### src/rtl/bios_flash_failover_ctrl.sv
// bios_flash_failover_ctrl: dual-BIOS failover/update sequencer with CPU POR pulse and QSPI CS steering
`timescale 1ns/1ps
module bios_flash_failover_ctrl #(
  parameter int BOOT_TIMEOUT_S = 150,
  parameter int HB_LOSS_MS     = 2000,
  parameter int POR_PULSE_MS   = 100
) (
  input  logic       clk,
  input  logic       rst_l,
  input  logic       tick_1ms,
  input  logic       tick_1s,
  input  logic       heartbeat,
  input  logic       boot_rst_n,
  input  logic       upd_main_n,
  input  logic       upd_second_n,
  input  logic       upd_done_n,
  input  logic       qspi_csn_in,
  output logic       qspi_csn0_out,
  output logic       qspi_csn1_out,
  output logic       por_n,
  output logic [1:0] state,
  output logic       fatal
);
  typedef enum logic [1:0] {MAIN_BOOT, SECOND_BOOT, UPD_MAIN, UPD_SECOND} state_t;
  localparam logic [11:0] HB_MAX  = 12'(HB_LOSS_MS);
  localparam logic [7:0]  WIN_MAX = 8'(BOOT_TIMEOUT_S);
  localparam logic [7:0]  POR_MAX = 8'(POR_PULSE_MS);
  state_t      state_q, state_d;
  logic [5:0]  sync1_q, sync2_q;
  logic [3:0]  prev_q;
  logic [11:0] hb_cnt_q, hb_cnt_d;
  logic [7:0]  win_cnt_q, win_cnt_d, por_cnt_q, por_cnt_d;
  logic [2:0]  req_q, req_d, upd_fall;
  logic        por_n_q, por_n_d, fatal_q, fatal_d, sel_q, sel_d;
  logic        hb_s, boot_s, csn_s, hb_lost, win_done, fire, sel, gap;
  // Sync bit order {heartbeat, boot_rst_n, csn, upd_main, upd_second, upd_done}; req bits {main, second, done}
  assign {hb_s, boot_s, csn_s} = sync2_q[5:3];
  assign upd_fall = prev_q[2:0] & ~sync2_q[2:0];
  assign hb_lost  = hb_cnt_q == HB_MAX;
  assign win_done = win_cnt_q == WIN_MAX;
  assign sel      = state_q[0];
  assign gap      = sel != sel_q;
  assign qspi_csn0_out = gap | sel_q | qspi_csn_in;
  assign qspi_csn1_out = gap | ~sel_q | qspi_csn_in;
  assign por_n = por_n_q;
  assign state = state_q;
  assign fatal = fatal_q;
  // Heartbeat-loss and boot-window timers, both frozen at zero while POR is asserted
  always_comb begin
    hb_cnt_d  = (hb_s != prev_q[3] || !por_n_q) ? '0 : (tick_1ms && !hb_lost) ? hb_cnt_q + 12'd1 : hb_cnt_q;
    win_cnt_d = (!boot_s || !por_n_q) ? '0 : (tick_1s && !win_done) ? win_cnt_q + 8'd1 : win_cnt_q;
  end
  // Boot-image FSM; failover outranks pending update requests
  always_comb begin
    state_d = state_q;
    fatal_d = fatal_q;
    fire    = 1'b0;
    if (por_n_q)
      case (state_q)
        MAIN_BOOT:
          if (win_done && hb_lost) begin
            state_d = SECOND_BOOT;
            fire    = 1'b1;
          end else if (win_done && req_q[1]) state_d = UPD_SECOND;
        SECOND_BOOT:
          if (req_q[2]) state_d = UPD_MAIN;
          else if (win_done && hb_lost) fatal_d = 1'b1;
        default:
          if (req_q[0]) begin
            state_d = MAIN_BOOT;
            fire    = 1'b1;
          end
      endcase
  end
  // Request flags, POR pulse timer and CS select that only moves while the bus is idle
  always_comb begin
    req_d     = (state_d != state_q) ? '0 : req_q | upd_fall;
    por_cnt_d = fire ? POR_MAX : (!por_n_q && tick_1ms && por_cnt_q != 8'd0) ? por_cnt_q - 8'd1 : por_cnt_q;
    por_n_d   = fire ? 1'b0 : (!por_n_q && por_cnt_q == 8'd0) ? 1'b1 : por_n_q;
    sel_d     = csn_s ? sel : sel_q;
  end
  // State registers
  always_ff @(posedge clk or negedge rst_l)
    if (!rst_l) begin
      sync1_q   <= 6'b000111;
      sync2_q   <= 6'b000111;
      prev_q    <= 4'b0111;
      hb_cnt_q  <= '0;
      win_cnt_q <= '0;
      por_cnt_q <= '0;
      req_q     <= '0;
      state_q   <= MAIN_BOOT;
      por_n_q   <= 1'b1;
      fatal_q   <= 1'b0;
      sel_q     <= 1'b0;
    end else begin
      sync1_q   <= {heartbeat, boot_rst_n, qspi_csn_in, upd_main_n, upd_second_n, upd_done_n};
      sync2_q   <= sync1_q;
      prev_q    <= {sync2_q[5], sync2_q[2:0]};
      hb_cnt_q  <= hb_cnt_d;
      win_cnt_q <= win_cnt_d;
      por_cnt_q <= por_cnt_d;
      req_q     <= req_d;
      state_q   <= state_d;
      por_n_q   <= por_n_d;
      fatal_q   <= fatal_d;
      sel_q     <= sel_d;
    end
endmodule
### config.mk
export PLATFORM = sky130hd
export DESIGN_NAME = bios_flash_failover_ctrl
export DESIGN_NICKNAME = d
export VERILOG_FILES = /design/src/rtl/bios_flash_failover_ctrl.sv
export SDC_FILE = /design/constraint.sdc
export NUM_CORES = 1
export LEC_CHECK = 0
export ABC_AREA = 1
export ABC_CLOCK_PERIOD_IN_PS = 1800
export CORE_AREA = 2 2 89 91
export DETAILED_ROUTE_END_ITERATION = 6
export DIE_AREA = 0 0 91 93
export SLEW_MARGIN = 20
export SYNTH_ARGS = -nofsm -noshare
export SYNTH_HDL_FRONTEND = slang
export SYNTH_SLANG_ARGS = --single-unit
### constraint.sdc
create_clock -name clk -period 1.8 [get_ports clk]
set_clock_uncertainty 0.15 [all_clocks]
set_input_delay 0.36 -clock clk [delete_from_list [all_inputs] [get_ports clk]]
set_output_delay 0.36 -clock clk [all_outputs]
set_load 0.1 [all_outputs]
# Word-level counts from Yosys, hierarchy flattened
# Cells that the tools add are included.
# totals
regBits,52
in_bits,10
output_inout_bits,6
elab_cells,69
# classes
addsub,3
eq_ne,6
muxes,19
n_bitwise,9
n_reduce_logical,21
# ops
cell,count
two-way mux 8 bit,4
two-way mux 12 bit,2
adder 12 x 1 -> 12 bit (second input constant),1
== test 12 x 11 -> 1 bit (second input constant),1
two-way mux 2 bit,5
adder 8 x 1 -> 8 bit (second input constant),1
== test 8 bit (second input constant),1
logical NOT 8 bit,1
nonzero test 2 bit,4
nonzero test 8 bit,1
subtractor 8 x 1 -> 8 bit (second input constant),1
logical AND 1 bit,7
two-way mux 1 bit,5
logical NOT 1 bit,4
bitwise OR 1 bit,4
case mux 2 bit (2 select lines),1
AND reduction 4 bit,1
AND 3 bit,1
two-way mux 3 bit,1
inverter 3 bit,1
bitwise OR 3 bit,1
== test 2 x 1 -> 1 bit (second input constant),1
logical NOT 2 bit,1
logical OR 1 bit,2
4 further kinds,6

# Depth between registers and ports, before layout
# Gate-level depths: netlist of run 1.
# depth
word_depth,8
ltp_mapped,11
ltp_nobuf,11

# Worst setup path after synthesis of run 1
# Ideal clock, no wire load.
# synth_timing
kind,reg2out
startpoint,register state_q[0] (netlist: state[0])
endpoint,output port qspi_csn1_out
arrival_ns,1.949
required_ns,1.290
slack_ns,-0.659
stages_incl_launch_ff,2
path_buffers,0
path_cell_list,dfrtp_1 > nand3_1
# synth_between
elab_chain_len,3
# synth_lines
item,line_no,source
from (decl),28,"state_t state_q, state_d;"
from (signal assigned),104,state_q <= state_d;
!= test 1 bit,42,assign gap = sel != sel_q;
bitwise OR 1 bit (2 in series),44,assign qspi_csn1_out = gap | ~sel_q | qspi_csn_in;
to (decl),19,"output logic qspi_csn1_out,"
# No other way between the ends.

# Final worst setup path of run 1
# layout_timing
startpoint,input port qspi_csn_in
endpoint,output port qspi_csn0_out
# layout_between
elab_chain_len,1
# layout_lines
item,line_no,source
from (decl),17,"input logic qspi_csn_in,"
bitwise OR 1 bit,43,assign qspi_csn0_out = gap | sel_q | qspi_csn_in;
to (decl),18,"output logic qspi_csn0_out,"
# No other way between the ends.

==> impl_metrics.toml, run 1 <==
[cts]
clk-insertion-delay-late_ns = 0.31
cts-buffers-inserted = 5
cts_sinks = 52
cts_tree = "done"
clkSlewWorstSetupHoldPaths_ns = 0.09
cts-root-buf = "clkbuf_8"
cts-htree-levels = 2
cts_buffer_depth = 2

[synthesis]
synth.area.top_cells = "dfrtp_1 (41%), dfstp_2 (10%), nand2_1 (8.2%)"
ys_seq_area_share_pct = 50.95
async_flop_share_pct = 100.0
ys_top_cells_by_count = "nand2_1 (56), dfrtp_1 (42), inv_1 (41)"
synth.most_common_cell = "nand2_1"
synth_flop_cell = "dfrtp_1"
synth-seq-cells = 52
syn_area_um2 = 2579
synth_top_area_cell = "dfrtp_1"
synth-edff-count = 0
synth_top_area_share_pct = 40.76
synth_nets = 316
synth.distinct_cells = 30
syn_inst = 300
avgSynthCellArea_um2 = 8.596
yosysWarnings = 0

[power_and_ir_drop]
power_density_nw_per_um2 = 979.7
total_power_uw = 3094
p_leak_uw = 0.001375
ir_drop_v = 0.0003581

[timing]
setup_tns_ns = 0
worstMarginPinSlew_ns = 0.3155
fmax_mhz = 569.2
drv_slew = 0
fin_crit_sh_pct = 97.60
worst_slack_ns = 0.04324
hold_viol = 0
fin_crit_ns = 1.757
rsz0062_at_grt = "true"
setup_viol = 0
slew_headroom_pct = 78.74

[finish]
fill_cells = 780
final_layout_size_suffix_gt1_share_pct = 23.88
fin_nets = 350
instances_no_fill = 437
n_antenna_cell = 0
multi_input_area_um2 = 1124
syn2layout_area_growth_pct = 22.46
regArea_um2 = 1320
final_area_um2 = 3158

[place]
gp_congestion = 0.8194
dp_hpwl_um = 3572
dpl_worst_slack_ns = -0.05716
dpl_cell_area_um2 = 2998
io_buffers = 15
place_inst = 424

[global_route]
antenna_found_initial = 0
grt.total_usage_pct = 12.91
grt_pass1_vias = 1942
gr-total-overflow = 0
grt_max_degree = 53
grt_pass1_wl_um = 8776

[hold_path]
worstHoldPathType = "reg2reg"
min_from = "sync1_q[5]$_DFF_PN0_"

[routing]
vias_per_cell = 4.540
wirelength_um = 4891
drc = 0
vias = 1984
first_iter_violations = 100
wire_per_inst_um = 11.19
antenna_left = 0
first_pass_iters = 4

[worst_setup_path]
r2r-start = "hb_cnt_q[0]$_DFFE_PN0P_"
path_max_fanout = 2
crit_type = "in2out"
crit_arrival_ns = 1.25
crit_start = "qspi_csn_in"
r2r_slack_ns = 0.10
endpoint = "qspi_csn0_out"
worstSetupEndpointType = "output pin"
cp.required_ns = 1.29
r2r_cells = 11
reg2reg_to = "por_cnt_q[7]$_DFFE_PN0P_"
start_kind = "input port"

[floorplanning]
rows = 32
start_util_pct = 34.26
die_x_um = 91
die_h_um = 93
core_area_um2 = 7527
ios = 16
dieArea_um2 = 8463

[outcome]
status = "completed"

[run]
cap_violations = 0
[what timing repair did]
item / CTS / global route
pin swaps: 0 / 2
hold buffers: 1 / 0
endpoints found under the hold margin: 42 / 0
endpoints found under the setup margin: 8 / 23
setup buffers: 1 / 3
resized for setup: 1 / 11
[layout by cell type (no fill, tap or decap), drive strengths merged, types with 4 or more instances in the layout]
cell,n
nor3,9
ha,6
nand3b,4
a21oi,8
clkbuf,5
dfstp,10
nor2,42
buf,20
clkdlybuf4s50,8
inv,48
nand4,11
o21ai,20
nand3,28
xor2,4
dfrtp,42
nand2,63
[through the flow]
stage          hold WS, ns  utilization [%]
3_3_place_gp        0.1851            39.83
2_1_floorplan     -0.08559                -
4_1_cts             0.2078            41.32
5_1_grt             0.2147            41.95
6_report            0.2056            41.95
3_5_place_dp        0.1847            39.83
[worst max-delay path: stages]
cell,delay (ns)
clkdlybuf4s50_1,0.50
inv_1,0.11
nand3_4,0.11
buf_12,0.17
[logic make-up after synthesis]
kind of cell / synth area share, %
buf+inv: 7.520
xor+xnor: 1.698
fa+ha+maj: 2.911
simple gates: 29.74
flops: 50.95
compound gates: 7.182
[how the worst min path moves through the flow]
stage                     depth (start not counted)                   end  slack, ns
after CTS                                         0  sync2_q[5]$_DFF_PN0_       0.21
final                                             0  sync2_q[5]$_DFF_PN0_       0.21
after global routing                              0  sync2_q[5]$_DFF_PN0_       0.21
after global placement                            0  sync2_q[4]$_DFF_PN0_       0.19
after detailed placement                          0  sync2_q[5]$_DFF_PN0_       0.18
after floorplan                                   0     fatal$_DFFE_PN0P_      -0.09
[final cells by class]
class | count | share of cell area (%)
sequential | 52 | 41.80
multi-input combinational | 201 | 35.58
timing repair buffer | 29 | 10.30
inverter | 45 | 5.349
tap | 102 | 4.041
clock buffer | 5 | 2.179
clock inverter | 3 | 0.7528
[routing by layer]
layer,GRT usage [%],part of all wire [%],vias to the layer above
met5,0,0,-
met4,4.672,1.6,0
met3,3.223,3.1,6
met2,20.86,46,30
met1,16.87,50,913
li1,-,-,1035
[registers in the layout (all words and copies together) (netlist names)]
| register | flops |
|---|---|
| por_cnt_q | 8 |
| sync1_q | 6 |
| sel_q | 1 |
| req_q | 3 |
| prev_q | 4 |
| state | 2 |
| por_n | 1 |
| hb_cnt_q | 12 |
| fatal | 1 |
| sync2_q | 6 |
| win_cnt_q | 8 |
[report_power, final]
group	leakage, µW	internal, µW	total (µW)	switching, µW
Clock	0.0000495	285	699	413
Sequential	0.000641	1350	1510	160
Combinational	0.000685	345	882	537
Total	0.00138	1980	3090	1110
Note: power is estimated with default switching activity, not from simulation.
==> inputs of run 2 (changes only) <==
--- a/config.mk
+++ b/config.mk
@@ -10,6 +10,7 @@
 export CORE_AREA = 2 2 89 91
 export DETAILED_ROUTE_END_ITERATION = 6
 export DIE_AREA = 0 0 91 93
+export RECOVER_POWER = 25
 export SLEW_MARGIN = 20
 export SYNTH_ARGS = -nofsm -noshare
 export SYNTH_HDL_FRONTEND = slang
==> run 2 against run 1 <==
Compared with the run above: clock power is essentially flat; non-clock buffer count is the same; worst setup slack is the same; global-route usage is the same; clock-buffer cell count is the same; routed wire length grew 0.14%; first-iteration DRC count is the same; fmax is the same; critical path depth is the same; largest power group unchanged; flip-flop and latch count is the same.
==> impl_metrics.toml, run 2 (synthesized netlist as in run 1, its figures left out) <==
[place]
io_buffers = 15
dpl_cell_area_um2 = 2998
place_inst = 424
gp_congestion = 0.8194
dp_hpwl_um = 3572

[routing]
vias_per_cell = 4.538
wire_per_inst_um = 11.21
wl_met3_um = 154
first_iter_violations = 100
vias = 1983
first_pass_iters = 4
met2_length_um = 2231
wl_met1_um = 2435
top_layer_used = "met4"
drc = 0
wirelength_um = 4898
antenna_left = 0

[timing]
worstMarginPinSlew_ns = 0.6943
fin_crit_ns = 1.757
rsz0062_at_grt = "true"
fin_crit_sh_pct = 97.60
hold_viol = 0
setup_viol = 0
setup_tns_ns = 0
slew_headroom_pct = 53.72
hold_slack_ns = 0.2056
drv_slew = 0
fmax_mhz = 569.2

[worst_setup_path]
crit_type = "in2out"
critical-path-max-stage-delay_ns = 0.50
start_kind = "input port"
cp.required_ns = 1.29
crit_arrival_ns = 1.25
path_max_fanout = 2
crit_chain = "clkdlybuf4s50_1 > inv_1 > nand3_4 > buf_12"
worstSetupEndpointType = "output pin"
crit_path_top_delay_cell = "clkdlybuf4s50_1"

[finish]
fill_cells = 782
final_layout_size_suffix_gt1_share_pct = 23.58
mostFrequentLayoutCells = "nand2_1 (54), dfrtp_1 (40), inv_1 (37), nor2_1 (34), nand3_1 (21)"
instances_no_fill = 437
fin_nets = 350
n_antenna_cell = 0
reg_top3 = "hb_cnt_q: 12 flops, por_cnt_q: 8 flops, win_cnt_q: 8 flops"
final_area_um2 = 3146
final_common_cell = "nand2_1"
largest_reg_flops = 12
regMostFlops = "hb_cnt_q"
syn2layout_area_growth_pct = 21.98

[global_route]
grt_pass1_wl_um = 8776
antenna_found_initial = 0
gr-total-overflow = 0
grt_pass1_vias = 1942
grt_max_degree = 53
grt.total_usage_pct = 12.91

[cts]
clk-insertion-delay-late_ns = 0.31
cts_buffer_depth = 2
cts_sinks = 52
clkSlewWorstSetupHoldPaths_ns = 0.09
cts-buffers-inserted = 5
cts-htree-levels = 2
cts_tree = "done"
cts-root-buf = "clkbuf_8"

[outcome]
status = "completed"

[run]
cap_violations = 0

[power_and_ir_drop]
ir_drop_v = 0.0003567
p_leak_uw = 0.001371
power_density_nw_per_um2 = 981.6

[floorplanning]
core_area_um2 = 7527
die_x_um = 91
die_h_um = 93
start_util_pct = 34.26
dieArea_um2 = 8463
ios = 16
rows = 32

[hold_path]
worstHoldPathType = "reg2reg"
run 2: cell types whose count changed in the layout (fill, tap and decap cells not counted), sizes merged:
cell	delta
dlygate4sd3	+5
clkbuf	+1
clkdlybuf4s50	-5
buf	-1
run 2: worst max-delay path: cells and delay by family:
family | cells | cell delay [ns]
buf+inv | 3 | 0.78
simple gates | 1 | 0.11
run 2: what timing repair did:
item / CTS / global route
hold buffers: 1 / 0
buffers inserted: 1 / 3
pin swaps: 0 / 2
gates cloned: 0 / 0
endpoints found under the setup margin: 8 / 23
gates resized for setup: 1 / 11
endpoints found under the hold margin: 42 / 0
run 2: area by class of cell:
| cell class | count | area [µm²] | area share, % |
|---|---|---|---|
| Timing Repair Buffer | 29 | 312.8 | 9.944 |
| Clock inverter | 3 | 23.77 | 0.7558 |
| Multi-Input combinational cell | 201 | 1124 | 35.72 |
| Sequential cell | 52 | 1320 | 41.97 |
| Clock buffer | 5 | 68.82 | 2.188 |
| Tap cell | 102 | 127.6 | 4.057 |
| Inverter | 45 | 168.9 | 5.370 |
run 2: path summary, 6_finish.rpt:
kind / depth (start not counted) / slack, ns / startpoint / endpoint
hold reg to reg: 0 / 0.21 / sync1_q[5]$_DFF_PN0_ / sync2_q[5]$_DFF_PN0_
setup reg to reg: 11 / 0.10 / hb_cnt_q[0]$_DFFE_PN0P_ / por_cnt_q[7]$_DFFE_PN0P_
hold / removal: 0 / 0.21 / sync1_q[5]$_DFF_PN0_ / sync2_q[5]$_DFF_PN0_
max in group asynchronous: 3 / 0.41 / rst_l / state[0]$_DFF_PN0_
setup / recovery: 4 / 0.04 / qspi_csn_in / qspi_csn0_out
min in group asynchronous: 3 / 0.60 / rst_l / win_cnt_q[5]$_DFFE_PN0P_
run 2: per-layer routing:
layer / vias to the layer above / track usage, %
met4: 0 / 4.672
li1: 1035 / -
met2: 30 / 20.86
met5: - / 0
met3: 6 / 3.223
met1: 912 / 16.87
run 2: where the power goes:
part | internal [µW] | switching (µW)
clock | 285 | 414
combinational | 339 | 537
sequential | 1350 | 160
run 2: stage by stage:
step	total power (µW)	setup slack [ns]	util (%)
finish	3088	0.04324	41.79
global route	3327	-0.01679	41.79
CTS	3127	0.01693	41.32
detailed placement	2408	-0.05716	39.83
global placement	2400	-0.02164	39.83
floorplan	2103	0.06146	-
==> RTL change, RTL diff (config.mk and constraints of run 2) <==
Make the reset (`rst_l`) synchronous in one clocked block.
--- a/src/rtl/bios_flash_failover_ctrl.sv
+++ b/src/rtl/bios_flash_failover_ctrl.sv
@@ -80,7 +80,7 @@
     sel_d     = csn_s ? sel : sel_q;
   end
   // State registers
-  always_ff @(posedge clk or negedge rst_l)
+  always_ff @(posedge clk)
     if (!rst_l) begin
       sync1_q   <= 6'b000111;
       sync2_q   <= 6'b000111;
Formal check against the unedited RTL: same outputs for any inputs over 10 cycles, from zero or initial values and one cycle with rst_l low; that may be too few to reach the edited logic, so the function may still have changed.
==> RTL change against run 2 <==
Highest routed layer unchanged. Critical endpoint is now req_q[0]$_SDFF_PP0_. Sequential cell count stayed put. Maximum frequency is 3.8% higher. Final area down 1.2%. Worst setup slack improved by 0.064 ns. Largest cell class is now multi-input combinational cells. Synthesized area is 4.0% lower. Routed wire length increased by 1.1%.
Power is not compared: it rests on default switching activity, and its combinational part moved more than twofold at a synthesized area within 25%.
==> RTL change: results (changes against run 2) <==
stage	metric	value	unit	change
logic_synthesis	share of the yosys chip area belonging to registers	42.1	%	-8.9 points
global_routing	fraction of met2 tracks used by global routing	20.8	%	-0.062 points
logic_synthesis	most area-consuming cells after synthesis	sky130_fd_sc_hd__dfxtp_1 42%, sky130_fd_sc_hd__nand2_1 12%, sky130_fd_sc_hd__inv_1 7.0%		
placement	Inst Count DP	468		+10%
placement	Placement Cell Area	2920	um2	-2.5%
worst_setup_path	Reg-to-Reg Start	hb_cnt_q[1]$_SDFFE_PP0P_		
worst_setup_path	highest fanout seen on the critical path	3		+1
worst_setup_path	master of the slowest instance on the critical path	sky130_fd_sc_hd__dfxtp_2		
global_routing	M1 GR Usage	15.5	%	-1.4 points
worst_setup_path	kind of cell adding the most delay to the critical path	simple AND/OR/NAND/NOR gates		
cells_and_area	share of cells above drive strength 1	20.8	%	-2.7 points
cells_and_area	number of cells in the finished layout apart from fillers	481		+10%
hold_path	endpoint with the worst hold slack	sync2_q[3]$_SDFF_PN0_		
logic_synthesis	leading register cell type out of synthesis	sky130_fd_sc_hd__dfxtp_1		
cells_and_area	fill cell count	806		+3.1%
logic_synthesis	post-synthesis cell count	339		+13%
clocking	clock transition at the registers of the reported paths	0.11	ns	+0.02 ns
placement	final HPWL from detailed placement	3.70	mm	+3.7%
detailed_routing	Routed met1 length	2.39	mm	-1.9%
worst_setup_path	Setup crit end	req_q[0]$_SDFF_PP0_		
global_routing	global-route usage over all layers	12.2	%	-0.69 points
detailed_routing	Detail Route met3 WL	200	um	+30%
detailed_routing	routed vias	2153		+8.6%
worst_setup_path	worst stage delay on the critical path	0.34	ns	-0.16 ns
global_routing	global routing usage on met3	2.90	%	-0.32 points
placement	weighted congestion reported at the end of routability-driven placement	0.886		+8.1%
detailed_routing	Detail Route met2 WL	2.31	mm	+3.5%
cells_and_area	number of nets in the layout	394		+13%
timing	maximum frequency from static timing analysis	0.591	GHz	+3.8%
global_routing	largest net degree at the start of global routing	19		-64%
detailed_routing	post-DR wirelength/cell	10.3	um	-8.1%
status	run status	completed		
global_routing	number of global-route vias before repair	1952		+0.51%
worst_setup_path	origin of the worst setup path	hb_cnt_q[1]$_SDFFE_PP0P_		
detailed_routing	first-iteration detailed-routing DRC count	84		-16%
-- RTL change: changes by cell type in the layout (fill, tap and decap cells not counted), sizes merged, moves of 5 or more --
cell,change
a21oi,+15
o21ai,-10
nand4,-6
clkdlybuf4s50,+5
buf,+6
dlygate4sd3,-5
dfxtp,+52
dfstp,-10
or2,+7
nand3,-7
nand2,+22
dfrtp,-42
nor3b,+6
-- RTL change: logic make-up (layout without fill, tap and decap cells) --
logic type	after synthesis	count (layout)	synth area share [%]
AO/OA/AOI/OAI	37	37	8.14
XOR/XNOR	13	13	4.60
adder cells (fa/ha/maj)	6	6	3.03
buffers and inverters	53	93	8.44
flip-flops	52	52	42.1
AND/OR/NAND/NOR	178	178	33.7
-- RTL change: per-stage QoR --
stage                     hold WS (ns)  utilization [%]  setup slack (ns)  power, W  setup TNS, ns
after floorplan                  0.240                -            0.0227   0.00143              0
after global placement           0.245             38.8           -0.0928   0.00154         -0.216
after detailed placement         0.250             38.8           -0.0876   0.00154         -0.253
after CTS                        0.275             40.1            0.0468   0.00225              0
after global routing             0.292             41.3           -0.0514   0.00236        -0.0924
final                            0.267             41.3             0.107   0.00224              0
-- RTL change: timing repair --
action / 4_1_cts / 5_1_grt
setup buffers: 0 / 5
cloned: 0 / 0
endpoints found under the setup margin: 5 / 16
gates resized for setup: 2 / 21
pin swaps: 0 / 7
-- RTL change: area by class of cell --
type | instances | area, um2 | share of cell area, %
sequential | 52 | 1050 | 33.8
clock inverter | 3 | 25.0 | 0.805
multi-input combinational | 234 | 1280 | 41.4
timing repair buffer | 36 | 364 | 11.7
clock buffer | 5 | 68.8 | 2.22
inverter | 49 | 186 | 6.00
tap | 102 | 128 | 4.11
